## src/rtl/rns_pkg.sv

```systemverilog
// Shared RNS constants and the reverse-converter FSM state type.
package rns_pkg;
  localparam int MOD_113         = 113;
  localparam int RW_113          = 7;
  localparam int INV_128_MOD_113 = 98;

  typedef enum logic [1:0] {IDLE, SUB, MUL, OUT} state_t;
endpackage

```

## src/rtl/mod_addsub_113.sv

```systemverilog
// Combinational (a +/- b) mod MOD for operands already in 0..MOD-1; one correction step.
module mod_addsub_113 #(
  parameter int MOD = 113,
  parameter int W   = 8
) (
  input  logic [W-1:0] a,
  input  logic [W-1:0] b,
  input  logic         sub,
  output logic [W-1:0] y
);
  localparam logic [W-1:0] M = W'(MOD);

  logic [W-1:0] s;

  // W is one bit wider than the residue, so a+b and a+M-b cannot overflow
  always_comb begin
    s = a + b;
    if (sub) y = (a >= b) ? (a - b) : (a + M - b);
    else     y = (s >= M) ? (s - M) : s;
  end
endmodule

```

## src/rtl/rns_rev_113_128.sv

```systemverilog
// Reverse converter {113,128} -> X via two-modulus CRT, bit-serial MSB-first multiply by INV.
// Optional input range check: define RNS_REV_RANGE_CHECK_EN.
module rns_rev_113_128 #(
  parameter int MOD = rns_pkg::MOD_113,
  parameter int RW  = rns_pkg::RW_113,
  parameter int INV = rns_pkg::INV_128_MOD_113
) (
  input  logic            clk,
  input  logic            rst,
  input  logic            in_valid,
  output logic            in_ready,
  input  logic [RW-1:0]   in_ra,
  input  logic [RW-1:0]   in_rb,
  output logic            out_valid,
  input  logic            out_ready,
  output logic [2*RW-1:0] out_data,
  output logic            out_err
);
  import rns_pkg::*;

  localparam int            CW   = $clog2(RW);
  localparam logic [RW:0]   MODW = (RW+1)'(MOD);
  localparam logic [RW-1:0] MODR = RW'(MOD);
  localparam logic [RW-1:0] INVB = RW'(INV);

  state_t        state, state_nx;
  logic [RW-1:0] ra_q, rb_q, ra_in;
  logic [RW:0]   d_q, acc_q, bp, sub_y, dbl_y, add_b, add_y;
  logic [CW-1:0] cnt_q;
  logic          err_q, accept;

  assign accept = in_valid && (state == IDLE);

`ifdef RNS_REV_RANGE_CHECK_EN
  assign ra_in = in_ra;
  always_ff @(posedge clk)
    if (rst)         err_q <= 1'b0;
    else if (accept) err_q <= (in_ra >= MODR);
`else
  // 2**RW-1 < 2*MOD, so one subtraction brings any RW-bit value into range
  assign ra_in = (in_ra >= MODR) ? (in_ra - MODR) : in_ra;
  assign err_q = 1'b0;
`endif

  assign bp    = ({1'b0, rb_q} >= MODW) ? ({1'b0, rb_q} - MODW) : {1'b0, rb_q};
  assign add_b = INVB[cnt_q] ? d_q : '0;

  mod_addsub_113 #(.MOD(MOD), .W(RW+1)) u_sub (
    .a({1'b0, ra_q}), .b(bp), .sub(1'b1), .y(sub_y));
  mod_addsub_113 #(.MOD(MOD), .W(RW+1)) u_dbl (
    .a(acc_q), .b(acc_q), .sub(1'b0), .y(dbl_y));
  mod_addsub_113 #(.MOD(MOD), .W(RW+1)) u_add (
    .a(dbl_y), .b(add_b), .sub(1'b0), .y(add_y));

  always_ff @(posedge clk)
    if (rst) state <= IDLE;
    else     state <= state_nx;

  always_comb begin
    state_nx = state;
    unique case (state)
      IDLE:    if (in_valid)        state_nx = SUB;
      SUB:                          state_nx = MUL;
      MUL:     if (cnt_q == '0)     state_nx = OUT;
      OUT:     if (out_ready)       state_nx = IDLE;
      default:                      state_nx = IDLE;
    endcase
  end

  always_comb begin
    in_ready  = (state == IDLE);
    out_valid = (state == OUT);
    out_err   = out_valid && err_q;
    out_data  = (out_valid && !err_q) ? {acc_q[RW-1:0], rb_q} : '0;
  end

  always_ff @(posedge clk) begin
    if (rst) begin
      ra_q  <= '0;
      rb_q  <= '0;
      d_q   <= '0;
      acc_q <= '0;
      cnt_q <= '0;
    end else begin
      case (state)
        IDLE: if (in_valid) begin
          ra_q <= ra_in;
          rb_q <= in_rb;
        end
        SUB: begin
          d_q   <= sub_y;
          acc_q <= '0;
          cnt_q <= CW'(RW-1);
        end
        MUL: begin
          acc_q <= add_y;
          cnt_q <= cnt_q - 1'b1;
        end
        default: ;
      endcase
    end
  end
endmodule

```

## config.mk

```make
export PLATFORM = sky130hd
export DESIGN_NAME = rns_rev_113_128
export DESIGN_NICKNAME = d
export VERILOG_FILES = /design/src/rtl/rns_pkg.sv /design/src/rtl/mod_addsub_113.sv /design/src/rtl/rns_rev_113_128.sv
export SDC_FILE = /design/constraint.sdc
export NUM_CORES = 1
export LEC_CHECK = 0
export ABC_AREA = 0
export ABC_CLOCK_PERIOD_IN_PS = 5520
export CAP_MARGIN = 20
export CORE_AREA = 3 3 81 83
export CTS_CLUSTER_DIAMETER = 120
export DETAILED_ROUTE_END_ITERATION = 8
export DIE_AREA = 0 0 84 86
export GPL_TIMING_DRIVEN = 0
export PLACE_DENSITY_LB_ADDON = 0.2
export SLEW_MARGIN = 5
export SYNTH_ARGS = -nofsm -noshare
export SYNTH_HDL_FRONTEND = slang
export SYNTH_SLANG_ARGS = --single-unit
```

## constraint.sdc

```tcl
create_clock -name clk -period 5.52 [get_ports clk]
set_input_delay 1.104 -clock clk [delete_from_list [all_inputs] [get_ports clk]]
set_output_delay 1.104 -clock clk [all_outputs]
set_load 0.01 [all_outputs]
```

**Word-level counts from Yosys, hierarchy flattened**

Memories as Yosys holds them, arrays and structs flattened. A register that Yosys moved wholly into a read port is not among the register bits.
Cells that the tools add are included.

- Register bits: 35
- Output and inout port bits: 17
- ROM bits: 8
- Memories kept: 1
- Word-level logic and storage cells: 50

Memory list:

| memory | depth | width | read ports | clocked after Yosys merged registers in | wr ports | line | RTL |
|---|---|---|---|---|---|---|---|
| (no name shown) | 8 | 1 | 1 | 1 | 0 | rns_rev_113_128.sv:46 | `assign add_b = INVB[cnt_q] ? d_q : '0;` |

- Multiplexer cells: 16
- Reductions and logical operators: 5
- Magnitude comparators: 6
- Add/sub/neg operators: 10
- Equal/unequal tests: 6

Operator list:

| kind | number |
|---|---|
| 8-bit 2-to-1 mux | 5 |
| 8-bit adder | 2 |
| 8-bit by 7-bit greater-or-equal comparator with 1-bit output (second input constant) | 2 |
| 8-bit one-hot mux with 2 select lines | 1 |
| 8-bit by 7-bit subtractor with 8-bit output (second input constant) | 2 |
| 7-bit greater-or-equal comparator (second input constant) | 2 |
| 14-bit 2-to-1 mux | 1 |
| 7-bit by 7-bit adder with 8-bit output (second input constant) | 1 |
| 7-bit by 8-bit greater-or-equal comparator with 1-bit output | 1 |
| 2-bit one-hot mux with 4 select lines | 1 |
| 7-bit by 7-bit subtractor with 8-bit output (second input constant) | 1 |
| 7-bit by 8-bit subtractor with 8-bit output | 1 |
| 8-bit subtractor | 1 |
| 7-bit 2-to-1 mux | 1 |
| 7-bit subtractor (second input constant) | 1 |
| 2-bit 2-to-1 mux | 3 |
| 3-bit 2-to-1 mux | 2 |
| 3-bit one-hot mux with 2 select lines | 1 |
| 2-bit equality test (second input constant) | 2 |
| 3-bit by 4-bit less-than comparator with 1-bit output (second input constant) | 1 |
| 2-bit != test (second input constant) | 2 |
| 3-bit logical NOT | 1 |
| 3-bit AND reduction | 1 |
| 3-bit by 1-bit subtractor with 3-bit output (second input constant) | 1 |
| 6 further kinds | 6 |

**Depth between registers and ports, before layout**

- Word-level depth: 7
- Mapped depth: 18

**By module**

A second synthesis with hierarchy kept.

- Cells, all modules: 837
- Area total of the unflattened synthesis: 6670.1 sq um

Modules (own cells, without submodules):

| module | area an instance (sq um) | cells an instance | times used |
|---|---|---|---|
| mod_addsub_113 (u_dbl ...) | 1546.5 | 198 | 2 |
| rns_rev_113_128 | 1895.6 | 222 | 1 |
| mod_addsub_113 (u_add) | 1681.6 | 219 | 1 |

**Worst setup path before layout**

Ideal clock, no wire load.

- Path kind: register to register
- Start: register rb_q[0]
- End: register d_q[7]
- Path slack: 2.186 ns
- Clock period less this slack: 3.334 ns
- Stages on the path, launching flop included: 17
- Data arrival time: 3.243 ns
- Required time: 5.429 ns
- Buffers on the path: 0
- Library setup time: 0.091 ns
- Cells stage by stage: dfxtp_1 inv_1 ha_1 nor2b_1 a21oi_1 nand2_1 xor2_1 ha_1 inv_1 fa_1 nor2b_1 nor3_1 o21bai_1 a21oi_1 xnor2_1 o22a_1 a311oi_1

- Cells in the longest elaborated chain, start to end: 4

Ends and longest elaborated chain:

| what | line | RTL |
|---|---|---|
| start: declaration | rns_rev_113_128.sv:27 | `logic [RW-1:0] ra_q, rb_q, ra_in;` |
| start signal: assignment | rns_rev_113_128.sv:88 | `rb_q <= in_rb;` |
| 7-bit by 7-bit subtractor with 8-bit output or 7-bit greater-or-equal comparator (tied branches) | rns_rev_113_128.sv:45 | `assign bp = ({1'b0, rb_q} >= MODW) ? ({1'b0, rb_q} - MODW) : {1'b0, rb_q};` |
| 8-bit 2-to-1 mux (*) | rns_rev_113_128.sv:45 |  |
| 8-bit subtractor (tied with other cells) | mod_addsub_113.sv:18 | `if (sub) y = (a >= b) ? (a - b) : (a + M - b);` |
| 8-bit 2-to-1 mux (*) | mod_addsub_113.sv:18 |  |
| end signal: assignment | rns_rev_113_128.sv:91 | `d_q <= sub_y;` |
| end: declaration | rns_rev_113_128.sv:28 | `logic [RW:0] d_q, acc_q, bp, sub_y, dbl_y, add_b, add_y;` |

Every way passes the cells marked *; elsewhere a longest branch is shown, timed or not.
A chain may end at the register's enable or synchronous reset.

**Worst setup path in the final report**

- Start: register rb_q[0]
- End: register d_q[3]

The elaborated chain is that of the path after synthesis.

==> flow_summary_export.csv <==
group,metric,value,unit
global_route,grt_pass1_wl,13100,microns
critical_path,max_stage_delay,0.42,ns
timing,max_freq,253,MHz
clock_tree,cts_tree,"built",
placed_design,portBuffers,33,
yosys,seq_area_frac_synth,0.216,
timing,skew,0.00987,ns
floorplanning,die_x,84,microns
timing,relSlewSlack,0.644,
clock_tree,cts_root_buf,"clkbuf_8",
floorplanning,dieArea,0.00722,sq mm
placed_design,gp_congestion,0.840,
global_route,grt.total_usage,0.216,
critical_path,cp-start-kind,"register",
placed_design,place_hpwl,6060,microns
critical_path,cp_num_buf_inv,3,
finish,final_nets,524,
power,p_per_area,377,mW/mm^2
yosys,synthFlopType,"dfxtp_1",
timing,final_hold_viol_count,0,
placed_design,pre_cts_slack,1.64,ns
detailed_routing,dr.pass1.iters,4,
floorplanning,io_pins,35,
floorplanning,core,0.00592,sq mm
clock_tree,path_clk_slew,0.08,ns
clock_tree,clock_latency,0.29,ns
global_route,antenna_found_initial,0,
timing,fin_crit_sh,0.715,
detailed_routing,wl,7520,microns
global_route,grt_pass1_vias,3018,
detailed_routing,wl_per_cell,14.0,microns
timing,rsz0062_at_grt,"no",
detailed_routing,first_iter_violations,164,
finish,syn_to_final_growth,16.3,%
finish,final_layout_size_suffix_gt1_frac,0.0518,
timing,fin_ws,1.57,ns
power,total_leakage_power,1.52,nW
clock_tree,cts.sinks,35,
critical_path,path_delay_family,"compound AO/OA/AOI/OAI gates",
global_route,grt_max_degree,12,
critical_path,required,5.71,ns
critical_path,worstSetupEndpointType,"register",
yosys,yosys_warnings,0,
detailed_routing,via_count,2978,
clock_tree,cts_setup_buffers,0,
global_route,grt_overflow,0,
power,peakVddDrop,0.000256,V
timing,setup_tns,0,ns
critical_path,path_max_fanout,10,
floorplanning,die_y,86,microns
yosys,syn_nets,484,
yosys,async_reset_ff_frac,0,
timing,setup_viol,0,
critical_path,slowest_stage,"a21oi_1",
run_status,status,"finished, final reports clean",
finish,utilization,0.638,
yosys,post-synth-top-area-fraction,0.216,
detailed_routing,drc,0,
yosys,synth_seq_cells,35,
min_path,hp-class,"register to register",
detailed_routing,drtAntennaViolNets,0,
yosys,synthTopCellsByArea,"dfxtp_1 22%, ha_1 15%, inv_1 5.2%, and2_1 4.6%, nand2_1 4.5%",
clock_tree,clockBufferDepth,2,
clock_tree,numCtsBuffers,5,
floorplanning,rows,28,
clock_tree,htree_num_levels,2,
yosys,synth_cells,422,
yosys,synth_area,0.00325,sq mm
yosys,synth.distinct_cells,56,
power,power.total,1.42,mW
clock_tree,cts_resized,0,
critical_path,cp_cell_sequence,"inv_1 -> ha_1 -> nor2b_1 -> a21oi_1 -> xnor2_1 -> ha_1 -> inv_1 -> fa_1 -> a31oi_1 -> a22oi_1 -> o21ai_0 -> a21o_1 -> buf_2 -> o21ai_0 -> a211oi_1",
yosys,synth_edf_count,0,
timing,period_needed,3.95,ns
finish,diodes,0,
clock_tree,cts_hold_buf,0,
critical_path,worst_ep_arrival_time,4.13,ns
yosys,avgSynthCellArea,7.69,sq um
detailed_routing,via_per_inst,5.54,
yosys,synth.largest_area_cell,"dfxtp_1",
critical_path,worstSetupPathType,"register to register",
floorplanning,start_util,0.548,
timing,slew_viol_final,0,
timing,tightestPinTransition,0.535,ns
run,max-cap-violations,0,
## Yosys cell counts (2+ instances only)
master and n:
nand2_1 39, xnor2_1 15, buf_2 2, nand2b_1 8, buf_1 3, nand4_1 3, a311oi_1 2, nor2b_1 4
a21oi_1 24, clkbuf_1 7, o2111ai_1 2, o21ai_0 20, o21bai_1 4, o211ai_1 2, and3_1 3, nand3b_1 2
nor3_1 11, nor3b_1 3, a2111o_1 2, mux2i_1 3, ha_1 39, a21o_1 7, dfxtp_1 35, a211oi_1 12
a32oi_1 2, or4_1 2, nand3_1 17, a22oi_1 4, nor2_1 36, inv_1 45, xor2_1 7, and2_1 24
or3_1 4, or2_2 3, fa_1 5
## through the flow
stage	instances	hold WS (ns)	cell area [sq um]
after floorplan	422	0.441	3250
after global placement	530	0.455	3670
after detailed placement	530	0.462	3670
after CTS	538	0.474	3770
after global routing	538	0.505	3770
final	538	0.469	3770
## worst reg2reg max path: stages (launching register included)
cell,delay (ns)
dfxtp_1,0.40
inv_1,0.11
ha_1,0.24
nor2b_1,0.16
a21oi_1,0.42
xnor2_1,0.20
ha_1,0.18
inv_1,0.05
fa_1,0.40
a31oi_1,0.29
a22oi_1,0.14
o21ai_0,0.34
a21o_1,0.25
buf_2,0.23
o21ai_0,0.15
a211oi_1,0.29
## layer usage
layer	vias up	routed length, microns	global-route usage	share of wire
li1	1528	-	-	-
met1	1384	3670	0.278	0.49
met2	58	3530	0.383	0.47
met3	8	252	0.0269	0.033
met4	0	71	0.0570	0.0094
met5	-	0	0	0
## worst paths after layout
kind	slack, ns	cells after the start	endpoint	from
setup / recovery	1.57	15	d_q[3]	rb_q[0]
hold / removal	0.47	2	d_q[6]	d_q[6]
setup reg to reg	1.57	15	d_q[3]	rb_q[0]
hold reg to reg	0.47	2	d_q[6]	d_q[6]
## kinds of logic after synthesis
group	after synthesis	synth area share
AO/OA/AOI/OAI	92	0.195
buffers and inverters	59	0.0705
other	1	0.00115
adder cells (fa/ha/maj)	44	0.181
AND/OR/NAND/NOR	165	0.264
flip-flops	35	0.216
multiplexers	4	0.0127
XOR/XNOR	22	0.0593
## cell usage in the layout, fill, tap and decap left out, types with 2 or more instances in the layout
cell,netlist,layout
nand2_1,39,39
ha_1,39,39
xnor2_1,15,15
nor2_1,36,36
nand2b_1,8,8
buf_1,3,3
or3_1,4,4
o21ai_0,20,20
nand3b_1,2,2
and2_1,24,24
or4_1,2,2
a21o_1,7,7
or2_2,3,3
o21bai_1,4,4
mux2i_1,3,3
a211oi_1,12,12
fa_1,5,5
clkdlybuf4s50_1,0,33
and3_1,3,3
a2111o_1,2,2
clkbuf_8,0,7
dfxtp_1,35,35
clkbuf_1,7,7
a32oi_1,2,2
o2111ai_1,2,2
nor3_1,11,11
nand3_1,17,17
a21oi_1,24,24
nand4_1,3,3
xor2_1,7,7
nor2b_1,4,4
o211ai_1,2,2
nor3b_1,3,3
buf_2,2,2
a22oi_1,4,4
a311oi_1,2,2
inv_1,45,45
## sequential cells by signal (all words and copies together), names as in the netlist, named ones only
| register | count |
|---|---|
| ra_q | 7 |
| state | 2 |
| d_q | 8 |
| acc_q | 7 |
| cnt_q | 3 |
| rb_q | 7 |
## power breakdown
group / switching (mW) / internal, mW
registers: 0.0541 / 0.322
clock network: 0.0985 / 0.114
logic: 0.487 / 0.348
total: 0.640 / 0.783
## cell type report
class | instances | area, sq um
multi-input combinational | 328 | 2320
tap | 75 | 93.8
buffer | 14 | 60.1
clock inverter | 1 | 7.51
timing repair buffer | 33 | 330
inverter | 45 | 169
sequential | 35 | 701
clock buffer | 7 | 96.3
fill | 545 | 2150
Note: power is estimated with default switching activity, not from simulation.
